--- config.mk ---
export PLATFORM = sky130hd
export DESIGN_NAME = cpu_control
export DESIGN_NICKNAME = d
export VERILOG_FILES = /design/src/rtl/cpu_pkg.sv /design/src/rtl/cpu_alu.sv /design/src/rtl/cpu_control.sv
export SDC_FILE = /design/constraint.sdc
export NUM_CORES = 1
export LEC_CHECK = 0
export BUFFER_PORTS_ARGS = -buffer_cell sky130_fd_sc_hd__buf_4
export CORE_UTILIZATION = 50
export DETAILED_ROUTE_END_ITERATION = 10
export HOLD_SLACK_MARGIN = 0.08
export PLACE_DENSITY = 0.86
export SLEW_MARGIN = 20
export SYNTH_ARGS = -nofsm -noshare
export SYNTH_HDL_FRONTEND = slang
export SYNTH_SLANG_ARGS = --single-unit
--- constraint.sdc ---
create_clock -name clk -period 2.7 [get_ports clk]
set_clock_uncertainty 0.2 [all_clocks]
set_input_delay 0.27 -clock clk [delete_from_list [all_inputs] [get_ports clk]]
set_output_delay 0.27 -clock clk [all_outputs]
set_load 0.01 [all_outputs]
--- src/rtl/cpu_pkg.sv ---
// Shared constants for the 4-bit CPU: opcodes, instruction fields, widths and FSM states.
// The optional carry flag and JC opcode are enabled by defining CPU_CONTROL_CARRY_EN.
package cpu_pkg;
    localparam int DATA_W  = 4;
    localparam int REG_AW  = 2;
    localparam int INSTR_W = 12;

    localparam int OP_HI  = 11;
    localparam int OP_LO  = 8;
    localparam int RD_HI  = 7;
    localparam int RD_LO  = 6;
    localparam int RS_HI  = 5;
    localparam int RS_LO  = 4;
    localparam int IMM_HI = 3;
    localparam int IMM_LO = 0;

    typedef logic [3:0] opcode_t;

    localparam opcode_t OP_NOP  = 4'd0;
    localparam opcode_t OP_LDI  = 4'd1;
    localparam opcode_t OP_MOV  = 4'd2;
    localparam opcode_t OP_ADD  = 4'd3;
    localparam opcode_t OP_SUB  = 4'd4;
    localparam opcode_t OP_JMP  = 4'd5;
    localparam opcode_t OP_JZ   = 4'd6;
    localparam opcode_t OP_HALT = 4'd7;
    localparam opcode_t OP_JC   = 4'd8;

    typedef enum logic [2:0] {
        ST_FETCH  = 3'd0,
        ST_DECODE = 3'd1,
        ST_EXEC   = 3'd2,
        ST_WB     = 3'd3,
        ST_HALT   = 3'd4
    } state_t;

    function automatic logic writes_reg(input opcode_t op);
        return (op == OP_LDI) || (op == OP_MOV) || (op == OP_ADD) || (op == OP_SUB);
    endfunction
endpackage

--- src/rtl/cpu_alu.sv ---
// Combinational ALU for the 4-bit CPU; all arithmetic is modulo 2^DATA_W.
// With CPU_CONTROL_CARRY_EN defined it also reports carry-out (ADD) or borrow (SUB).
module cpu_alu
    import cpu_pkg::*;
(
    input  opcode_t           op,
    input  logic [DATA_W-1:0] a,
    input  logic [DATA_W-1:0] b,
    input  logic [DATA_W-1:0] imm,
`ifdef CPU_CONTROL_CARRY_EN
    output logic              carry,
`endif
    output logic [DATA_W-1:0] result
);
`ifdef CPU_CONTROL_CARRY_EN
    logic [DATA_W:0] sum;
    logic [DATA_W:0] diff;
    assign sum  = {1'b0, a} + {1'b0, b};
    // The extra MSB of the widened difference is set exactly when a < b.
    assign diff = {1'b0, a} - {1'b0, b};
    assign carry = (op == OP_SUB) ? diff[DATA_W] : sum[DATA_W];
`else
    logic [DATA_W-1:0] sum;
    logic [DATA_W-1:0] diff;
    assign sum  = a + b;
    assign diff = a - b;
`endif

    always_comb begin
        result = '0;
        case (op)
            OP_LDI:  result = imm;
            OP_MOV:  result = b;
            OP_ADD:  result = sum[DATA_W-1:0];
            OP_SUB:  result = diff[DATA_W-1:0];
            default: result = '0;
        endcase
    end
endmodule

--- src/rtl/cpu_control.sv ---
// Four-cycle fetch/decode/execute/writeback controller driving the register file.
// Defining CPU_CONTROL_CARRY_EN adds a carry flag and the JC opcode (8).
module cpu_control
    import cpu_pkg::*;
#(
    parameter int PC_W = 4
) (
    input  logic               clk,
    input  logic               rst,
    input  logic               run,
    output logic [PC_W-1:0]    imem_addr,
    input  logic [INSTR_W-1:0] imem_data,
    output logic [REG_AW-1:0]  ra,
    output logic [REG_AW-1:0]  rb,
    input  logic [DATA_W-1:0]  rdata_a,
    input  logic [DATA_W-1:0]  rdata_b,
    output logic [REG_AW-1:0]  wa,
    output logic [DATA_W-1:0]  wd,
    output logic               we,
    output logic [PC_W-1:0]    pc,
    output logic               halted,
    output state_t             state
);
    state_t              state_nxt;
    logic [PC_W-1:0]     pc_nxt;
    logic [INSTR_W-1:0]  ir;
    logic [DATA_W-1:0]   result;
    logic [DATA_W-1:0]   alu_result;
    logic                taken;
    logic                branch_now;
    logic                we_q;
    opcode_t             op;
    logic [DATA_W-1:0]   imm;

    assign op  = ir[OP_HI:OP_LO];
    assign imm = ir[IMM_HI:IMM_LO];

    // Register addresses come straight from IR, so they stay stable from DECODE through WB.
    assign ra        = ir[RD_HI:RD_LO];
    assign rb        = ir[RS_HI:RS_LO];
    assign wa        = ir[RD_HI:RD_LO];
    assign wd        = result;
    assign we        = we_q;
    assign imem_addr = pc;
    assign halted    = (state == ST_HALT);

`ifdef CPU_CONTROL_CARRY_EN
    logic carry_flag;
    logic alu_carry;

    cpu_alu u_alu (
        .op     (op),
        .a      (rdata_a),
        .b      (rdata_b),
        .imm    (imm),
        .carry  (alu_carry),
        .result (alu_result)
    );

    assign branch_now = (op == OP_JMP)
                     || ((op == OP_JZ) && (rdata_a == '0))
                     || ((op == OP_JC) && carry_flag);

    always_ff @(posedge clk) begin
        if (rst) begin
            carry_flag <= 1'b0;
        end else if ((state == ST_EXEC) && ((op == OP_ADD) || (op == OP_SUB))) begin
            carry_flag <= alu_carry;
        end
    end
`else
    cpu_alu u_alu (
        .op     (op),
        .a      (rdata_a),
        .b      (rdata_b),
        .imm    (imm),
        .result (alu_result)
    );

    assign branch_now = (op == OP_JMP) || ((op == OP_JZ) && (rdata_a == '0));
`endif

    always_ff @(posedge clk) begin
        if (rst) begin
            state  <= ST_FETCH;
            pc     <= '0;
            ir     <= '0;
            result <= '0;
            taken  <= 1'b0;
            we_q   <= 1'b0;
        end else begin
            state <= state_nxt;
            pc    <= pc_nxt;
            if ((state == ST_FETCH) && run) begin
                ir <= imem_data;
            end
            if (state == ST_EXEC) begin
                result <= alu_result;
                taken  <= branch_now;
            end
            // Set on the EXEC->WB edge only, giving a one-cycle pulse aligned with WB.
            we_q <= (state == ST_EXEC) && writes_reg(op);
        end
    end

    always_comb begin
        state_nxt = state;
        pc_nxt    = pc;
        case (state)
            ST_FETCH:  if (run) state_nxt = ST_DECODE;
            ST_DECODE: state_nxt = ST_EXEC;
            ST_EXEC:   state_nxt = ST_WB;
            ST_WB: begin
                if (op == OP_HALT) begin
                    state_nxt = ST_HALT;
                end else begin
                    state_nxt = ST_FETCH;
                    pc_nxt    = taken ? PC_W'(imm) : pc + PC_W'(1);
                end
            end
            ST_HALT:   state_nxt = ST_HALT;
            default:   state_nxt = ST_FETCH;
        endcase
    end
endmodule
Word-level counts from Yosys, hierarchy flattened --
Index checks and enable logic that the tools add are counted.
Word-level totals: memories kept 0, bits in latches 0, input port bits 23, bits in registers 25, bits in writable memories 0, word-level logic and storage cells 37, memory bits (read-only) 0
Cells by class: $mul 0, divide/modulo/power cells 0, bitwise gates (word level) 1, reductions and logical operators 10, shift-type cells 0, $add $sub $neg 3, muxes and demuxes 5, order comparisons 0, equality and inequality tests 12
Operators with widths (count):
- $eq 4x3->1 const B | 4
- $pmux 4 s4 | 1
- $pmux 3 s5 | 1
- $eq 4x2->1 const B | 2
- $eq 3x2->1 const B | 2
- $mux 3 | 2
- $add 4x1->4 const B | 1
- $add 4x4->4 | 1
- $eq 4x1->1 const B | 1
- $logic_not 4->1 | 1
- $logic_or 1x1->1 | 4
- $mux 4 | 1
- $sub 4x4->4 | 1
- $eq 3x1->1 const B | 1
- $eq 3x3->1 const B | 1
- $logic_and 1x1->1 | 3
- $logic_not 3->1 | 1
- $ne 2x2->1 const B | 1
- $reduce_and 2->1 | 1
- $not 1->1 | 1

Longest topological paths before layout --
Gate-level depths: netlist (run 1).
word-level depth 5, mapped depth 9, gate-level depth less buffers 9

Hierarchy --
Synthesis (run 1) repeated with hierarchy kept, for this count alone.
Second synthesis, totals: cells, all modules 173, area total of the unflattened synthesis 1488.9 sq um
Modules (own cells, without submodules):
- cpu_control | cells an instance 135, area an instance 1168.6 sq um, seq. area each 500.5 sq um, times used 1
- cpu_alu | cells an instance 38, area an instance 320.3 sq um, seq. area each 0.0 sq um, times used 1

Worst setup path after synthesis (run 1) --
Ideal clock, no wire load.
kind reg2reg, from reg ir[11], to reg result[3] (netlist: wd[3]), clock period less this slack 2428 ps, required time 2409 ps, setup time 91 ps, cell stages (with the launch flop) 10, setup slack 272 ps, path buffers 1, arrival 2137 ps, cells stage by stage dfxtp_1 buf_4 nor4b_2 mux2_2 inv_2 ha_1 nor2b_1 o21ai_0 a2111o_1 a311oi_1
On the way: word-level cells in the longest chain between the ends 2, elaborated cells on any way between the ends 5, classes of those cells eq/ne: 4; mux: 1
RTL lines:
- from (decl) | line cpu_control.sv:26 | logic [INSTR_W-1:0] ir;
- from (signal assigned) | line cpu_control.sv:95 | ir <= imem_data;
- $eq 4x3->1, or another cell as far along | line cpu_alu.sv:31 | case (op)
- $pmux 4 s4 * | line cpu_alu.sv:31
- to (signal assigned) | line cpu_control.sv:98 | result <= alu_result;
- to (decl) | line cpu_control.sv:27 | logic [DATA_W-1:0] result;
Every way passes the cells marked *; elsewhere a longest branch is shown, timed or not. A chain may end at the register's enable or synchronous reset.

Final worst setup path (run 1) --
from reg ir[8], to reg result[3] (netlist: wd[3])
The elaborated chain is that of the path after synthesis.

==> summary.txt, run 1 <==
Yosys
  • Register area share after synthesis: 0.340
  • Synthesized flop and latch total: 25
  • Distinct cells, synth: 45
  • Synthesized netlist cell count: 184
  • Post-synth top flop: dfxtp_1
  • Post-Syn Nets: 213
  • Syn_area_per_cell: 8.00 µm²
  • Number of synthesized flops with an enable pin: 0
  • Yosys warning count: 0
  • Synth top area cells: dfxtp_1, a21oi_1, nand2_1, buf_4, nand3b_1
  • Share of the synthesized area in the top cell type: 0.340
  • Synth async-reset ratio: 0
  • Mapped cell area: 1470 µm²
  • Area leader, netlist: dfxtp_1

Critical path
  • Worst R2R Start: ir[8]
  • Crit path DAT: between 2 and 2.5 ns
  • Terminus of the critical flop-to-flop path: wd[3]
  • Worst setup path class: reg2reg
  • Worst path cell trace: nor4b_4 > mux2_2 > inv_2 > ha_1 > nor2b_1 > o21ai_0 > a2111o_1 > a311oi_1
  • Max stage delay on crit path: 0.42 ns
  • Startpoint types: register
  • Crit-path max FO: 4
  • FF-to-FF path depth: 8
  • Worst EP required: 2.73 ns
  • Crit path to: wd[3]
  • Slowest CP cell: a2111o_1
  • CP startpoint: ir[8]
  • R2r setup slk: 0.25 ns
  • Critical path endpoint category: register

Timing
  • Final hold violations: 0
  • Finish-stage setup viols: 0
  • Setup TNS: 0 ns
  • Max Freq: 408 MHz
  • Slew headroom: 0.727
  • RSZ-0062 raised after global routing: no
  • Setup WS post-layout: between 0.2 and 0.25 ns
  • Tightest Pin Transition: 0.409 ns
  • Final min period: about 2.5 ns
  • Final Max Slew Viols: 0
  • Fin crit share: 0.908

Clock network
  • TritonCTS Sinks: 25
  • CTS HTree Levels: 1
  • Clock edge transition at the registers on the reported setup and hold paths: 0.13 ns
  • Clock buffer depth: 2
  • Clk Latency, worst-skew pair: 0.31 ns
  • Clk root buf: clkbuf_4
  • CTS tree: yes
  • CTS buffer count: 3

GRT
  • Grt ovf: 0
  • First-pass GRT wire length: approximately 6.2 mm
  • Vias in the first global route: approximately 1400
  • Largest net degree at the start of global routing: 26
  • Antenna violations before repair: 0
  • Global Route Usage Sum: 0.246

Hold path
  • Worst hold-check path type: in2reg

Pwr
  • Max VDD drop: 0.488 mV
  • LEAKAGE: 0.000799 µW
  • Tot Pwr: 796 µW
  • PwrDens: slightly above 400 nW/µm²

Floorplanning
  • Site Rows: 19
  • Die Area: 3170 µm²
  • Initial core utilization: 0.529
  • Height of the die: 56.3 µm
  • Die width: between 50 and 60 µm
  • Core Footprint: ~2800 µm²
  • I/O pin cnt: 46

Detailed routing
  • Final ANT Viol Nets: 0
  • # DRC: 0
  • Wirelength per Cell: 13.6 µm
  • Via count: 1455
  • Vias per cell: about 5.6
  • Drt total wl: about 3.6 mm
  • Pre-antenna DRT Iters: 4
  • DRT iter0 DRCs: 57

Cells and area
  • Area Overhead vs Synth: 31.2%
  • Most frequent cells in the layout: buf_4, nand2_1, a21oi_1, dfxtp_1, dlygate4sd3_1
  • Fill cell count: about 230
  • Most common cell after layout, fill and taps aside: buf_4
  • Area of the multi-input gates: 830 µm²
  • Util after Layout: 0.695
  • Design Area, Final: 1930 µm²
  • Register area: between 500 and 600 µm²
  • N_diodes: 0
  • Nets: 260
  • Share of post-route cells with drive strength above 1: 0.265

Job
  • Max_cap viols: 0

Place
  • Pre-CTS WS: roughly 0.18 ns
  • Final RePlAce weighted congestion: 0.841
  • DP Area: 1760 µm²
  • Port Buffers: 45
  • DP HPWL: 2.39 mm

Run status
  • Outcome: completed
-- per-stage QoR --
stage	hold WS, ns	cells
2_1_floorplan	0.206	184
3_3_place_gp	0.239	243
3_5_place_dp	0.247	243
4_1_cts	0.0940	260
5_1_grt	0.0985	261
6_report	0.0998	261
-- how the worst min path moves through the flow --
stage,to,slack [ns],cells past startpoint,from
after floorplan,ir[4],0.21,2,imem_data[4]
after global placement,wd[1],0.24,2,wd[1]
after detailed placement,wd[1],0.25,2,wd[1]
after CTS,taken,0.09,2,rst
after global routing,taken,0.1,2,rst
final,ir[10],0.1,2,rst
-- synthesized netlist by cell type, types with 2 or more instances --
master,count
dfxtp_1,25
ha_1,5
clkbuf_1,9
or3b_1,2
a211oi_1,4
nand3b_1,10
nor3_1,3
a21o_1,2
nor4_1,2
buf_4,11
a21oi_1,24
o21ai_0,2
nor2_1,10
or4b_1,2
o21ai_1,3
inv_1,7
nand2_1,30
nand3_1,3
nor2b_1,2
xnor2_1,3
-- worst max-delay path: cells and delay by family, from the launching register on --
family / cells / cell delay [ns]
AOI/OAI and AO/OA: 3 / 0.77
and+or+nand+nor: 2 / 0.47
muxes: 1 / 0.41
DFF: 1 / 0.36
adders and majority gates: 1 / 0.10
buffers and inverters: 1 / 0.06
-- layer usage --
metal	share of wire	wire, µm	track usage
met5	0	0	0
met4	0.018	65	0.0732
met1	0.41	1470	0.297
met2	0.52	1840	0.440
met3	0.050	176	0.0461
-- report_power, final --
part,total (µW),internal (µW),switching (µW)
combinational,217,111,106
clock,166,57.8,108
sequential,412,389,23.2
total,796,558,238
-- cells by family (layout without fill, tap and decap cells) --
family | count (synthesis) | count (layout) | share of synthesized area
compound gates | 45 | 45 | 0.189
fa+ha+maj | 6 | 6 | 0.0561
flops | 25 | 25 | 0.340
buf+inv | 29 | 75 | 0.107
xor+xnor | 4 | 4 | 0.0238
simple gates | 73 | 73 | 0.270
mux | 2 | 2 | 0.0144
-- repair_timing --
item / 4_1_cts / 5_1_grt
resized for setup: 0 / 2
hold buffers: 13 / 0
endpoints found under the setup margin: 0 / 2
endpoints found under the hold margin: 13 / 0
buffers inserted: 0 / 1
-- cell type report --
class	instances	share of cell area
Clock buffer	4	0.0136
Sequential cell	25	0.260
Inverter	8	0.0155
Tap cell	31	0.0201
Multi-Input combinational cell	130	0.429
Timing Repair Buffer	63	0.262
-- sequential cells by signal, summed over array words and instances (netlist names) --
register and flops:
ir 12, imem_addr 4, wd 4, state 3, taken 1, we 1
Power figures use the tool's default switching activity.
==> run 2: changes to the inputs <==
Clock period 2.7 ns to 2.35 ns, I/O delays scaled along.
==> summary.txt, run 2 (synthesized netlist as in run 1, its figures left out) <==
Clock network
  • Clk root buf: clkbuf_4
  • Clock edge transition at the registers on the reported setup and hold paths: 0.14 ns (about the same)
  • CTS tree: yes
  • CTS HTree Levels: 1 (unchanged)
  • Clock buffer depth: 2 (unchanged)
  • CTS buffer count: 3 (unchanged)
  • TritonCTS Sinks: 25 (unchanged)
  • Clk Latency, worst-skew pair: 0.32 ns (about the same)

Critical path
  • Slowest CP cell: a2111o_1
  • Worst Path Buf+Inv: 1 (unchanged)
  • Crit-path max FO: 4 (unchanged)
  • Max stage delay on crit path: 0.40 ns (-0.02 ns)
  • Crit-path leading delay family: compound AO/OA/AOI/OAI gates
  • Worst EP required: 2.38 ns (-0.35 ns)
  • Critical path endpoint category: register
  • Worst path cell trace: nor4b_4 > buf_4 > nor2_1 > xnor2_1 > ha_1 > o21ai_2 > a2111o_1 > a311oi_2
  • Crit path DAT: 2.44 ns (-0.05 ns)
  • Worst setup path class: reg2reg
  • Startpoint types: register

Timing
  • Finish-stage setup viols: 1 (+1)
  • Setup WS post-layout: -0.0603 ns (-0.308 ns)
  • Final min period: 2.41 ns (-0.0417 ns)
  • RSZ-0062 raised after global routing: yes
  • Setup TNS: -0.0603 ns (-0.0603 ns)
  • Final hold violations: 0 (unchanged)
  • Slew headroom: 0.736 (+0.00837)
  • Hold slack: 0.177 ns (+0.0773 ns)
  • Max Freq: 415 MHz (+1.7%)
  • Fin crit share: 1.03 (+0.118)
  • Final Max Slew Viols: 0 (unchanged)
  • Tightest Pin Transition: 0.395 ns (-0.0138 ns)

Cells and area
  • Nets: 272 (+4.6%)
  • Area of the multi-input gates: 871 µm² (+5.0%)
  • Area Overhead vs Synth: 42.0%
  • Fill cell count: 189 (-16%)
  • Most common cell after layout, fill and taps aside: buf_4
  • Register area: 504 µm² (+0.50%)
  • Util after Layout: 0.752 (+0.0571)
  • Design Area, Final: 2090 µm² (+8.2%)
  • N_diodes: 0 (unchanged)
  • Top reg by flops: ir
  • Share of post-route cells with drive strength above 1: 0.293 (+0.0282)
  • Number of flip-flops in the largest register: 12 (unchanged)
  • Most frequent cells in the layout: buf_4, nand2_1, a21oi_1, dlygate4sd3_1, dfxtp_1

Place
  • Final RePlAce weighted congestion: 0.804 (-4.4%)
  • Port Buffers: 45 (unchanged)
  • DP Area: 1780 µm² (+1.1%)
  • DP HPWL: 2.37 mm (-1.0%)

Pwr
  • Switching share of power: 0.303 (+0.00459)
  • Clock share of power: 0.203 (-0.006)
  • Max VDD drop: 0.465 mV (-4.7%)
  • Combinational power share: 0.305 (+0.032)
  • Internal power: 671 µW (+20%)
  • Sequential Power Share: 0.492 (-0.026)
  • PwrDens: 461 nW/µm² (+12%)
  • Psw: 292 µW (+23%)
  • LEAKAGE: 0.000888 µW (+11%)
  • Tot Pwr: 964 µW (+21%)

GRT
  • Antenna violations before repair: 0 (unchanged)
  • Grt ovf: 0 (unchanged)
  • Largest net degree at the start of global routing: 26 (unchanged)
  • First-pass GRT wire length: 6.35 mm (+2.7%)
  • Vias in the first global route: 1394 (-0.71%)
  • Global Route Usage Sum: 0.254 (+0.00864)

Floorplanning
  • Die Area: 3170 µm² (unchanged)
  • Initial core utilization: 0.529 (unchanged)
  • I/O pin cnt: 46 (unchanged)
  • Site Rows: 19 (unchanged)
  • Die width: 56.3 µm (unchanged)
  • Height of the die: 56.3 µm (unchanged)
  • Core Footprint: 2780 µm² (unchanged)

Detailed routing
  • Via count: 1511 (+3.8%)
  • Drt total wl: 3.98 mm (+12%)
  • DRT iter0 DRCs: 82 (+44%)
  • Vias per cell: 5.53 (-0.72%)
  • Pre-antenna DRT Iters: 4 (unchanged)
  • # DRC: 0 (unchanged)
  • Wirelength per Cell: 14.6 µm (+7.1%)
  • Final ANT Viol Nets: 0 (unchanged)

Run status
  • Failing checks: setup timing
  • Outcome: finished with violations

Job
  • Max_cap viols: 0 (unchanged)

Hold path
  • Worst hold-check path type: in2reg
==> run 2: cell count changes in the layout (fill, tap and decap cells not counted), moves of 2 or more <==
cell,delta
buf_4,+2
dlygate4sd3_1,+10
dfxtp_2,+2
dfxtp_1,-2
==> run 2: layer usage <==
| layer | wire [µm] | global-route usage | vias to the layer above |
|---|---|---|---|
| li1 | - | - | 752 |
| met5 | 0 | 0 | - |
| met4 | 66 | 0.0767 | 0 |
| met1 | 1620 | 0.290 | 700 |
| met3 | 172 | 0.0484 | 8 |
| met2 | 2120 | 0.476 | 51 |
==> run 2: area by class of cell <==
cell class	count	area share
clock buffer	4	0.0126
inverter	8	0.0144
multi-input combinational	130	0.417
sequential	25	0.241
tap	31	0.0186
timing repair buffer	75	0.297
==> run 2: through the flow <==
stage	worst slack, ns	cells
CTS	-0.0164	273
detailed placement	-0.0801	244
global placement	0.0397	244
finish	-0.0603	273
floorplan	0.0169	184
global route	-0.130	273
==> run 2: worst paths after layout <==
path / slack, ns / cells after the start / from / endpoint
worst max-delay path: -0.06 / 8 / ir[8] / wd[3]
worst min-delay path: 0.18 / 4 / rdata_a[2] / taken
worst max register to register: -0.06 / 8 / ir[8] / wd[3]
worst min register to register: 0.26 / 2 / wd[0] / wd[0]
==> run 2: worst min-delay path, delay by kind of cell <==
kind / cells / cell delay, ns
AO/OA/AOI/OAI: 2 / 0.29
buffers and inverters: 1 / 0.08
AND/OR/NAND/NOR: 1 / 0.06
==> run 2: power by group through the flow <==
stage	combinational [µW]	sequential, µW	clock [µW]
floorplan	151	480	0
global placement	225	479	0
detailed placement	231	480	0
CTS	271	471	195
global route	319	478	218
finish	294	474	196
==> run 2: timing repair <==
action	CTS	global route
endpoints found under the hold margin	22	0
gates cloned	0	0
resized for setup	3	9
endpoints found under the setup margin	1	12
setup buffers	2	0
pin swaps	4	3
hold buffers	23	0
